File: config.mk
export PLATFORM = sky130hd
export DESIGN_NAME = skip_adder_sequencer
export DESIGN_NICKNAME = d
export VERILOG_FILES = /design/src/rtl/adder_pkg.sv /design/src/rtl/Carry_Skip_Adder.sv /design/src/rtl/skip_adder_sequencer.sv
export SDC_FILE = /design/constraint.sdc
export NUM_CORES = 1
export LEC_CHECK = 0
export ABC_AREA = 1
export BUFFER_PORTS_ARGS = -buffer_cell sky130_fd_sc_hd__buf_2
export CORE_ASPECT_RATIO = 1.1
export CORE_MARGIN = 3
export CORE_UTILIZATION = 59
export DETAILED_ROUTE_END_ITERATION = 10
export PLACE_DENSITY = 0.85
export SLEW_MARGIN = 20
export SYNTH_ARGS = -nofsm -noshare
export SYNTH_HDL_FRONTEND = slang
export SYNTH_SLANG_ARGS = --single-unit
export TNS_END_PERCENT = 20
File: constraint.sdc
create_clock -name clk -period 8.4 [get_ports clk]
set_clock_uncertainty 0.1 [all_clocks]
set_input_delay 1.26 -clock clk [delete_from_list [all_inputs] [get_ports clk]]
set_output_delay 1.26 -clock clk [all_outputs]
set_load 0.05 [all_outputs]
File: src/rtl/adder_pkg.sv
// Shared definitions for the nibble-serial carry-skip adder: sequencer states
// and the nibble width used by both the datapath and the sequencer.
package adder_pkg;

    localparam int unsigned NibbleW = 4;

    typedef enum logic [1:0] {
        StIdle = 2'd0,
        StRun  = 2'd1,
        StDone = 2'd2
    } state_e;

    // Width of an index over `nibbles` items; never narrower than one bit.
    function automatic int unsigned idx_width(input int unsigned nibbles);
        return (nibbles > 1) ? $clog2(nibbles) : 1;
    endfunction

endpackage

File: src/rtl/Carry_Skip_Adder.sv
// Purely combinational 4-bit carry-skip adder slice: ripple carry inside the
// nibble, with the carry-in bypassing the chain when every bit propagates.
module Carry_Skip_Adder
    import adder_pkg::*;
(
    input  logic [NibbleW-1:0] a,
    input  logic [NibbleW-1:0] b,
    input  logic               cin,
    output logic [NibbleW-1:0] sum,
    output logic               cout
);

    logic [NibbleW-1:0] p;
    logic [NibbleW:0]   c;

    always_comb begin
        p    = a ^ b;
        c    = '0;
        c[0] = cin;
        sum  = '0;
        for (int i = 0; i < NibbleW; i++) begin
            sum[i]   = p[i] ^ c[i];
            c[i+1]   = (a[i] & b[i]) | (p[i] & c[i]);
        end
        cout = (&p) ? cin : c[NibbleW];
    end

endmodule

File: src/rtl/skip_adder_sequencer.sv
// Nibble-serial adder/subtractor: accepts an operand set, runs one 4-bit
// carry-skip slice per cycle LSB first, then presents the result until taken.
module skip_adder_sequencer
    import adder_pkg::*;
#(
    parameter int unsigned WIDTH = 16
) (
    input  logic                            clk,
    input  logic                            rst_n,
    input  logic                            in_valid,
    output logic                            in_ready,
    input  logic [WIDTH-1:0]                a,
    input  logic [WIDTH-1:0]                b,
    input  logic                            cin,
    input  logic                            sub,
    output logic                            out_valid,
    input  logic                            out_ready,
    output logic [WIDTH-1:0]                sum,
    output logic                            cout,
    output logic                            ovf,
    output logic [$clog2(WIDTH/NibbleW):0]  skip_cnt
);

    localparam int unsigned Nibbles = WIDTH / NibbleW;
    localparam int unsigned IdxW    = idx_width(Nibbles);
    localparam int unsigned CntW    = $clog2(Nibbles) + 1;
    localparam logic [IdxW-1:0] LastIdx = IdxW'(Nibbles - 1);

    state_e            state_q, state_d;
    logic              valid_q, valid_d;
    logic [IdxW-1:0]   idx_q;
    logic [WIDTH-1:0]  a_q;
    logic [WIDTH-1:0]  b_q;
    logic              carry_q;
    logic              a_msb_q;
    logic [WIDTH-1:0]  sum_q;
    logic              cout_q;
    logic              ovf_q;
    logic [CntW-1:0]   cnt_q;

    logic [NibbleW-1:0] nib_a;
    logic [NibbleW-1:0] nib_b;
    logic [NibbleW-1:0] nib_sum;
    logic               nib_cout;
    logic               nib_skip;
    logic               last_nib;

    assign nib_a    = a_q[idx_q*NibbleW +: NibbleW];
    assign nib_b    = b_q[idx_q*NibbleW +: NibbleW];
    assign nib_skip = &(nib_a ^ nib_b);
    assign last_nib = (idx_q == LastIdx);

    Carry_Skip_Adder u_nibble_adder (
        .a    (nib_a),
        .b    (nib_b),
        .cin  (carry_q),
        .sum  (nib_sum),
        .cout (nib_cout)
    );

    // DONE spends its first cycle with the result registers settled but not yet
    // presented; out_valid rises on the second DONE cycle.
    always_comb begin
        state_d = state_q;
        valid_d = valid_q;
        unique case (state_q)
            StIdle: begin
                if (in_valid) begin
                    state_d = StRun;
                end
            end
            StRun: begin
                if (last_nib) begin
                    state_d = StDone;
                end
            end
            StDone: begin
                if (!valid_q) begin
                    valid_d = 1'b1;
                end else if (out_ready) begin
                    valid_d = 1'b0;
                    state_d = StIdle;
                end
            end
            default: begin
                state_d = StIdle;
                valid_d = 1'b0;
            end
        endcase
    end

    always_ff @(posedge clk or negedge rst_n) begin
        if (!rst_n) begin
            state_q <= StIdle;
            valid_q <= 1'b0;
        end else begin
            state_q <= state_d;
            valid_q <= valid_d;
        end
    end

    always_ff @(posedge clk or negedge rst_n) begin
        if (!rst_n) begin
            idx_q   <= '0;
            a_q     <= '0;
            b_q     <= '0;
            carry_q <= 1'b0;
            a_msb_q <= 1'b0;
            sum_q   <= '0;
            cout_q  <= 1'b0;
            ovf_q   <= 1'b0;
            cnt_q   <= '0;
        end else begin
            unique case (state_q)
                StIdle: begin
                    if (in_valid) begin
                        a_q     <= a;
                        b_q     <= sub ? ~b : b;
                        carry_q <= sub | cin;
                        a_msb_q <= a[WIDTH-1];
                        idx_q   <= '0;
                        cnt_q   <= '0;
                    end
                end
                StRun: begin
                    sum_q[idx_q*NibbleW +: NibbleW] <= nib_sum;
                    carry_q <= nib_cout;
                    if (nib_skip) begin
                        cnt_q <= cnt_q + 1'b1;
                    end
                    if (last_nib) begin
                        cout_q <= nib_cout;
                        ovf_q  <= (a_msb_q == b_q[WIDTH-1]) &&
                                  (nib_sum[NibbleW-1] != a_msb_q);
                    end else begin
                        idx_q <= idx_q + 1'b1;
                    end
                end
                default: ;
            endcase
        end
    end

    assign in_ready  = (state_q == StIdle);
    assign out_valid = valid_q;
    assign sum       = sum_q;
    assign cout      = cout_q;
    assign ovf       = ovf_q;
    assign skip_cnt  = cnt_q;

endmodule

==> results.cfg, run 1 <==
[die]
die_area_um2 = 6148
die_h_um = 81.94
ioPinCount = 61
core_area_um2 = 5034
chipWidth_um = 75.04
rows = 27
initial_utilization_pct = 61.45

[final_layout]
final_nets = 477
area_growth_pct = 16.22
fin_area_um2 = 3595
diodes = 0
layout-drive-gt1-share_pct = 20.75

[pwr]
power_leakage_nw = 1.926
vdd_drop_max_uv = 232.0
p_per_area_nw_per_um2 = 460.3
fin_total_pwr_mw = 1.655

[sta]
slew_viol_final = 0
fin_crit_sh_pct = 42.93
hold_viol = 0
setup_viol = 0
fin_crit_ns = 3.606
worst_slew_pin_slew_ns = 0.7280
slew_headroom_pct = 51.47
rsz0062_at_grt = no
timing.setup.tns_ns = 0
fmax_mhz = 277.3

[global_routing]
grt_use_total_pct = 24.33
grt_max_degree = 60
antenna_found_initial = 0
overflow = 0
grt_pass1_vias = 2466
grt_pass1_wl_um = 11070

[route]
via_count = 2578
wire_per_inst_um = 13.50
ant_nets = 0
vias_per_cell = 5.294
wirelength_met1_um = 2720
drt_wl_total_um = 6576
met3RoutedLength_um = 270
met2WireLength_um = 3420
drt_iter0_drc = 111
drc = 0
drtPass1Iterations = 5
highest_layer = met4

[critical_path]
end_kind = flop
r2r_cells = 12
critPathMaxFanout = 31
crit_type = flop to flop
crit_required_ns = 8.57
worstSetupStartpointType = flop
critical_path_arrival_ns = 3.78

[place]
place_congestion = 0.7915
portBuffers = 60
hpwl_um = 4637
placed_area_um2 = 3368

[job]
max-cap-violations = 0

[clocking]
clk_path_buf_depth = 2
cts_setup_buffers = 0
ctsHoldBuffers = 0
numClockSinks = 59
clkTransAtPathRegs_ns = 0.07
postCtsResizedCells = 0
cts-root-buf = clkbuf_8
h-tree-depth = 3
clock_latency_ns = 0.34
cts_tree = done
cts_made_buffers = 9

[yosys]
ys_types = 25
synthFlopType = dfrtp_1
synth_area_um2 = 3093
synth_top_family_by_area = simple AND/OR/NAND/NOR gates
postSynthCellCount = 367
synth_area_leaders = dfrtp_1 (48%), nand2_1 (15%), o21ai_0 (5.3%)
post-synth-top-count-cell = nand2_1
yosysTopAreaCell = dfrtp_1
synth_fa_ha_area_share_pct = 7.039
synth-edff-count = 0
synth_xor_area_share_pct = 4.531
synth_top_area_share_pct = 47.73
syn_nets = 420
ys_ff_latch = 59
yosysSeqAreaShare_pct = 47.73
yosysWarnings = 0
asyncSetResetFlopFracSynth_pct = 100.0
synthSimpleGateAreaFrac_pct = 22.78
synth-compound-area-share_pct = 10.40
yosys-top-cells-count = nand2_1 (122), dfrtp_1 (59), o21ai_0 (33)
avgSynthCellArea_um2 = 8.428
synthMuxAreaShare_pct = 0

[min_path]
holdPathStages = 2
hp-class = flop to flop

[status]
status = finished clean
[registers in the layout, indices dropped and copies added, names as in the netlist]
signal / flops
a_q: 16
sum: 16
b_q: 16
cout: 1
state_q: 2
idx_q: 2
out_valid: 1
ovf: 1
skip_cnt: 3
carry_q: 1
[layer usage]
| metal | track usage, % | vias to the layer above |
|---|---|---|
| li1 | - | 1283 |
| met1 | 28.17 | 1218 |
| met2 | 40.94 | 60 |
| met3 | 7.834 | 17 |
| met4 | 10.50 | 0 |
| met5 | 0 | - |
[power breakdown]
part           internal, mW  total (mW)  switching, mW
combinational         0.264       0.862          0.598
sequential            0.405       0.498         0.0933
clock                 0.182       0.294          0.113
total                 0.851        1.65          0.804
[worst paths after layout]
kind | from | to | slack (ns)
setup / recovery | idx_q[0] | ovf | 4.79
max in group asynchronous | rst_n | a_q[12] | 6.75
hold reg to reg | a_q[11] | a_q[11] | 0.38
setup reg to reg | idx_q[0] | ovf | 4.79
min in group asynchronous | rst_n | sum[13] | 0.95
hold / removal | a_q[11] | a_q[11] | 0.38
[critical path, stage by stage, from the launching register on]
cell	delay, ns
dfrtp_1	0.58
inv_2	0.46
o21ai_0	0.14
o22ai_1	0.24
fa_1	0.23
inv_1	0.06
fa_1	0.40
fa_1	0.38
inv_1	0.08
fa_1	0.49
o21ai_0	0.21
nand2_1	0.07
o21ai_1	0.11
[stage by stage]
step / worst slack (ns) / hold WS, ns / instances / utilization (%)
detailed placement: 4.871 / 0.3668 / 471 / 66.92
global placement: 5.027 / 0.3611 / 471 / 66.92
finish: 4.794 / 0.3824 / 487 / 71.41
global route: 4.475 / 0.3995 / 487 / 71.41
CTS: 4.818 / 0.3832 / 487 / 71.41
floorplan: 5.297 / 0.3436 / 367 / -
[cell families (layout without fill, tap and decap cells)]
family          after synthesis  in the layout
simple gates                169            169
compound gates               59             59
flops                        59             59
buf+inv                      49            111
xor+xnor                     16             16
fa+ha+maj                    15             15
[cells in the final DEF, fill, tap and decap left out, types with 2 or more instances in the layout]
| master | Yosys | final |
|---|---|---|
| nand3_1 | 19 | 19 |
| xnor2_1 | 16 | 16 |
| o22ai_1 | 4 | 4 |
| ha_1 | 11 | 11 |
| nor2_1 | 18 | 18 |
| bufinv_16 | 0 | 2 |
| inv_2 | 5 | 5 |
| clkinv_2 | 0 | 3 |
| fa_1 | 4 | 4 |
| nor2_4 | 4 | 4 |
| o21ai_0 | 33 | 33 |
| inv_1 | 29 | 29 |
| clkbuf_8 | 0 | 11 |
| o21ai_1 | 13 | 13 |
| nor3_1 | 3 | 3 |
| buf_2 | 6 | 60 |
| dfrtp_1 | 59 | 59 |
| o211ai_1 | 6 | 6 |
| nand2_1 | 122 | 122 |
[area by class of cell]
cell class                      instances  area (um^2)
Tap cell                               58        72.57
Sequential cell                        59         1476
Clock inverter                          5        75.07
Multi-Input combinational cell        259         1384
Timing Repair Buffer                   61        307.8
Clock buffer                           11        151.4
Inverter                               34        127.6
Fill cell                             394         1439
Note: power is estimated with default switching activity, not from simulation.
==> inputs of run 2 (changes only) <==
--- a/config.mk
+++ b/config.mk
@@ -5,13 +5,13 @@
 export SDC_FILE = /design/constraint.sdc
 export NUM_CORES = 1
 export LEC_CHECK = 0
-export ABC_AREA = 1
+export ABC_AREA = 0
 export BUFFER_PORTS_ARGS = -buffer_cell sky130_fd_sc_hd__buf_2
 export CORE_ASPECT_RATIO = 1.1
 export CORE_MARGIN = 3
-export CORE_UTILIZATION = 59
+export CORE_UTILIZATION = 55
 export DETAILED_ROUTE_END_ITERATION = 10
-export PLACE_DENSITY = 0.85
+export PLACE_DENSITY = 0.8
 export SLEW_MARGIN = 20
 export SYNTH_ARGS = -nofsm -noshare
 export SYNTH_HDL_FRONTEND = slang
==> constraint.sdc (replaced) <==
create_clock -name clk -period 3.45 [get_ports clk]
set_clock_uncertainty 0.1 [all_clocks]
set_input_delay 0.5175 -clock clk [delete_from_list [all_inputs] [get_ports clk]]
set_output_delay 0.5175 -clock clk [all_outputs]
set_load 0.05 [all_outputs]
==> run 2 against run 1 <==
  * Worst setup slack got worse by 4.4 ns
  * Count of clock-buffer cells in the layout increased by 2
  * Cell area is 2.3% lower
  * Routed wire length shrank 11%
  * Global-route usage fell by 4.2 points
  * Maximum frequency rose by 18%
  * Non-clock buffer count rose by 4
  * Cell count fell by 15%
  * Utilization down 2.6 points
  * Clock power is 92% higher
  * Sequential share of layout area up 0.98 points
  * Critical path type unchanged
  * Largest cell class unchanged
  * Highest routed layer unchanged
==> results.cfg, run 2 <==
[status]
status = finished clean

[die]
core_area_um2 = 5101
initial_utilization_pct = 58.30
chipWidth_um = 76.12
die_h_um = 83.13
rows = 27
die_area_um2 = 6327
ioPinCount = 61

[pwr]
vdd_drop_max_uv = 502.9
power_leakage_nw = 1.811
p_per_area_nw_per_um2 = 1086

[clocking]
clock_latency_ns = 0.34
cts_made_buffers = 9
ctsHoldBuffers = 0
clkTransAtPathRegs_ns = 0.07
numClockSinks = 59
postCtsResizedCells = 0
cts_setup_buffers = 0
cts_tree = done
clk_path_buf_depth = 2
cts-root-buf = clkbuf_8
h-tree-depth = 3

[critical_path]
r2r_cells = 10
crit_required_ns = 3.57
cp_top_family = adder cells
timing.rr.end = ovf
timing.rr.start = idx_q[0]
critPathMaxFanout = 6
worstSetupStartpointType = flop
end_kind = flop
crit_type = flop to flop
slowest_delay_ns = 0.60
critical_path_arrival_ns = 3.16
crit_chain = mux4_2 > fa_1 > inv_1 > fa_1 > fa_1 > inv_1 > fa_1 > and3b_1 > a21oi_1 > o21ai_0
cp_num_cells = 10
r2r_slack_ns = 0.41
cp_common_cell = fa_1
slowest_stage = fa_1
critPathBufInv = 2

[yosys]
yosys-top-cells-count = nand2_1 (79), dfrtp_1 (59), o21ai_0 (17)
synth-edff-count = 0
yosysTopAreaCell = dfrtp_1
synth_top_area_share_pct = 49.64
postSynthCellCount = 275
syn_nets = 328
synth_area_um2 = 2974
yosysWarnings = 0
post-synth-top-count-cell = nand2_1
synth_area_leaders = dfrtp_1 (50%), nand2_1 (10%), mux4_2 (6.1%)
ys_ff_latch = 59
asyncSetResetFlopFracSynth_pct = 100.0
yosysSeqAreaShare_pct = 49.64
ys_types = 36
synthFlopType = dfrtp_1
avgSynthCellArea_um2 = 10.81

[global_routing]
grt_pass1_wl_um = 9991
grt_use_total_pct = 20.13
grt_max_degree = 39
overflow = 0
antenna_found_initial = 0
grt_pass1_vias = 2110

[sta]
rsz0062_at_grt = no
timing.setup.tns_ns = 0
slew_headroom_pct = 34.70
setup_viol = 0
slew_viol_final = 0
fin_crit_ns = 3.044
fmax_mhz = 328.5
worst_slew_pin_slew_ns = 0.9796
fin_crit_sh_pct = 88.24
hold_viol = 0

[final_layout]
layout-drive-gt1-share_pct = 28.07
fillCellCount = 391
final_common_cell = nand2_1
area_growth_pct = 18.05
utilization_pct = 68.83
final_cell_mix = nand2_1 (79), buf_2 (60), dfrtp_1 (59)
final_nets = 391
diodes = 0

[route]
via_count = 2135
drt_wl_total_um = 5853
wire_per_inst_um = 14.14
drc = 0
drt_iter0_drc = 110
drtPass1Iterations = 4
vias_per_cell = 5.157
ant_nets = 0

[place]
place_congestion = 0.8317
portBuffers = 60
hpwl_um = 4351

[min_path]
hp-class = input pin to async pin

[job]
max-cap-violations = 0
run 2: changes by cell type in the layout (fill, tap and decap cells not counted), sizes merged, moves of 6 or more:
cell,change
a22o,+8
inv,-21
mux2i,+6
mux4,+8
nand2,-45
nand3,-19
nor2,-19
o211ai,-6
o21ai,-19
run 2: cells by family (layout without fill, tap and decap cells):
kind of cell	count (synthesis)	after routing	synth area share [%]
and+or+nand+nor	105	105	18.13
adders and majority gates	15	15	7.320
xor gates and xnor gates	16	16	4.712
AOI/OAI and AO/OA	40	40	8.120
buffers and inverters	26	93	3.996
DFF	59	59	49.64
muxes	14	14	8.077
run 2: how the worst max path moves through the flow:
stage	to	from	slack, ns
final	ovf	idx_q[0]	0.41
after global routing	ovf	idx_q[0]	0.21
after CTS	ovf	idx_q[0]	0.38
after detailed placement	ovf	idx_q[0]	0.37
after global placement	ovf	idx_q[0]	0.43
after floorplan	ovf	idx_q[0]	0.27
run 2: metrics by stage:
step	power, mW	setup WS (ns)	hold WS [ns]	std cells	instance area, um^2
after floorplan	2.756	0.2653	0.1219	275	2974
after global placement	3.191	0.4289	0.3581	399	3332
after detailed placement	3.267	0.3712	0.3634	399	3332
after CTS	3.845	0.3759	0.1983	414	3511
after global routing	4.119	0.2095	0.2413	414	3511
final	3.812	0.4058	0.1778	414	3511
run 2: layout make-up:
cell class | count | area [um^2] | area share (%)
tap | 72 | 90.09 | 2.566
inverter | 13 | 48.80 | 1.390
timing repair buffer | 65 | 337.8 | 9.622
clock inverter | 2 | 10.01 | 0.2851
multi-input combinational | 190 | 1379 | 39.27
sequential | 59 | 1476 | 42.05
clock buffer | 13 | 168.9 | 4.811
run 2: layer usage:
layer  vias up  GRT usage [%]  part of all wire (%)
met4         0          11.70                   2.7
li1       1045              -                     -
met5         -              0                     0
met2        63          32.74                    49
met3        13          4.447                   5.2
met1      1014          24.80                    43
run 2: where the power goes:
group	switching [mW]	total (mW)	internal (mW)
clock network	0.252	0.565	0.313
logic	1.26	2.02	0.754
registers	0.239	1.23	0.993
total	1.75	3.81	2.06
==> inputs of run 3 (changes only) <==
--- a/config.mk
+++ b/config.mk
@@ -6,12 +6,11 @@
 export NUM_CORES = 1
 export LEC_CHECK = 0
 export ABC_AREA = 0
-export BUFFER_PORTS_ARGS = -buffer_cell sky130_fd_sc_hd__buf_2
 export CORE_ASPECT_RATIO = 1.1
 export CORE_MARGIN = 3
-export CORE_UTILIZATION = 55
+export CORE_UTILIZATION = 40
 export DETAILED_ROUTE_END_ITERATION = 10
-export PLACE_DENSITY = 0.8
+export DONT_BUFFER_PORTS = 1
 export SLEW_MARGIN = 20
 export SYNTH_ARGS = -nofsm -noshare
 export SYNTH_HDL_FRONTEND = slang
==> run 3 against run 2 <==
  * Worst setup slack worse by 0.17 ns
  * Largest cell class unchanged
  * Via count shrank 8.7%
  * Largest power group unchanged
  * Maximum frequency down 5.3%
  * Routed wire length up 3.0%
  * Worst hold slack got worse by 0.0043 ns
  * Register-to-register slack worse by 0.17 ns
==> results.cfg, run 3 (same netlist as run 2, synthesis figures left out) <==
[status]
status = finished clean

[place]
place_congestion = 0.7767
portBuffers = 0
hpwl_um = 4435
dp_cells = 350

[clocking]
clk_path_buf_depth = 2
clkTransAtPathRegs_ns = 0.07
postCtsResizedCells = 0
cts_tree = done
ctsHoldBuffers = 2
clock_latency_ns = 0.35
cts_setup_buffers = 0
cts_made_buffers = 9
cts-root-buf = clkbuf_8
numClockSinks = 59
h-tree-depth = 3

[sta]
timing.setup.tns_ns = 0
fmax_mhz = 311.0
slew_viol_final = 0
setup_viol = 0
hold_viol = 0
rsz0062_at_grt = no
fin_crit_sh_pct = 93.20
fin_crit_ns = 3.215
slew_headroom_pct = 40.69
worst_slew_pin_slew_ns = 0.8863

[pwr]
fin_total_pwr_mw = 3.843
power_leakage_nw = 1.575
power.internal_mw = 2.100
clockPowerShare_pct = 18.7
seqPwrFrac_pct = 40.6
p_per_area_nw_per_um2 = 1166
power_switching_share_pct = 45.37
p_comb_share_pct = 40.8
switchingPower_mw = 1.743
vdd_drop_max_uv = 448.4

[final_layout]
diodes = 0
layout-drive-gt1-share_pct = 13.07
area_growth_pct = 10.85
final_nets = 331
final_common_cell = nand2_1
layout.cells.non_filler = 368
final_cell_mix = nand2_1 (79), dfrtp_1 (59), o21ai_0 (17)

[die]
die_h_um = 96.44
core_area_um2 = 7127
die_area_um2 = 8507
ioPinCount = 61
initial_utilization_pct = 41.73
rows = 32
chipWidth_um = 88.22

[critical_path]
worstSetupStartpointType = flop
crit_required_ns = 3.58
timing.rr.start = idx_q[0]
crit_chain = mux4_2 > fa_1 > inv_1 > fa_1 > fa_1 > inv_1 > fa_1 > and3b_1 > a21oi_1 > o21ai_0
slowest_delay_ns = 0.59
cp-startpoint = idx_q[0]
critPathMaxFanout = 6
r2r_slack_ns = 0.23
end_kind = flop
critical_path_arrival_ns = 3.34
crit_type = flop to flop
critPathBufInv = 2
r2r_cells = 10
cp_top_family = adder cells
timing.rr.end = ovf
cp_common_cell = fa_1
slowest_stage = mux4_2

[job]
max-cap-violations = 0

[min_path]
hold_end = a_q[8]
hp-class = input pin to flop
holdPathStages = 2
min-delay-start = a[8]

[route]
via_count = 1950
drt_wl_total_um = 6028
vias_per_cell = 5.299
drc = 0
met3RoutedLength_um = 409
ant_nets = 0
wire_per_inst_um = 16.38
wirelength_met1_um = 2624
highest_layer = met4
drt_iter0_drc = 36
drtPass1Iterations = 4
met2WireLength_um = 2893

[global_routing]
grt_pass1_wl_um = 10090
antenna_found_initial = 0
grt_pass1_vias = 2040
grt_use_total_pct = 16.05
overflow = 0
grt_max_degree = 60
run 3: power groups by stage:
stage	combinational, mW	sequential (mW)	clock (mW)
6_report	1.57	1.56	0.717
5_1_grt	1.81	1.60	0.773
4_1_cts	1.61	1.57	0.732
3_5_place_dp	1.59	1.58	0
3_3_place_gp	1.54	1.57	0
2_1_floorplan	1.31	1.44	0
run 3: how the worst max path moves through the flow:
| stage | slack [ns] | endpoint | depth (start not counted) |
|---|---|---|---|
| after detailed placement | 0.22 | ovf | 10 |
| after global routing | 0.007 | ovf | 10 |
| final | 0.23 | ovf | 10 |
| after floorplan | 0.27 | ovf | 11 |
| after CTS | 0.20 | ovf | 10 |
| after global placement | 0.27 | ovf | 10 |
run 3: stage by stage:
stage | utilization (%) | setup slack [ns] | hold slack (ns) | area, um^2
6_report | 46.26 | 0.2346 | 0.1735 | 3297
2_1_floorplan | - | 0.2653 | 0.1219 | 2974
5_1_grt | 46.26 | 0.006988 | 0.1654 | 3297
3_3_place_gp | 42.56 | 0.2656 | 0.1249 | 3033
4_1_cts | 46.26 | 0.2009 | 0.1643 | 3297
3_5_place_dp | 42.56 | 0.2229 | 0.1242 | 3033
run 3: layer usage:
layer	global-route usage, %	vias up
met5	0	-
met4	6.801	0
met3	5.937	9
met2	25.56	58
met1	19.57	951
li1	-	932
run 3: cell type report:
| type | instances | area, um^2 |
|---|---|---|
| fill | 683 | 3830 |
| sequential | 59 | 1476 |
| multi-input combinational | 190 | 1379 |
| clock buffer | 11 | 151.4 |
| tap | 85 | 106.4 |
| clock inverter | 5 | 75.07 |
| timing repair buffer | 5 | 60.06 |
| inverter | 13 | 48.80 |
run 3: worst register-to-register path, stage by stage, from the launching register on:
cell	delay, ns
dfrtp_1	0.56
mux4_2	0.60
fa_1	0.40
inv_1	0.07
fa_1	0.18
fa_1	0.17
inv_1	0.05
fa_1	0.59
and3b_1	0.20
a21oi_1	0.10
o21ai_0	0.08
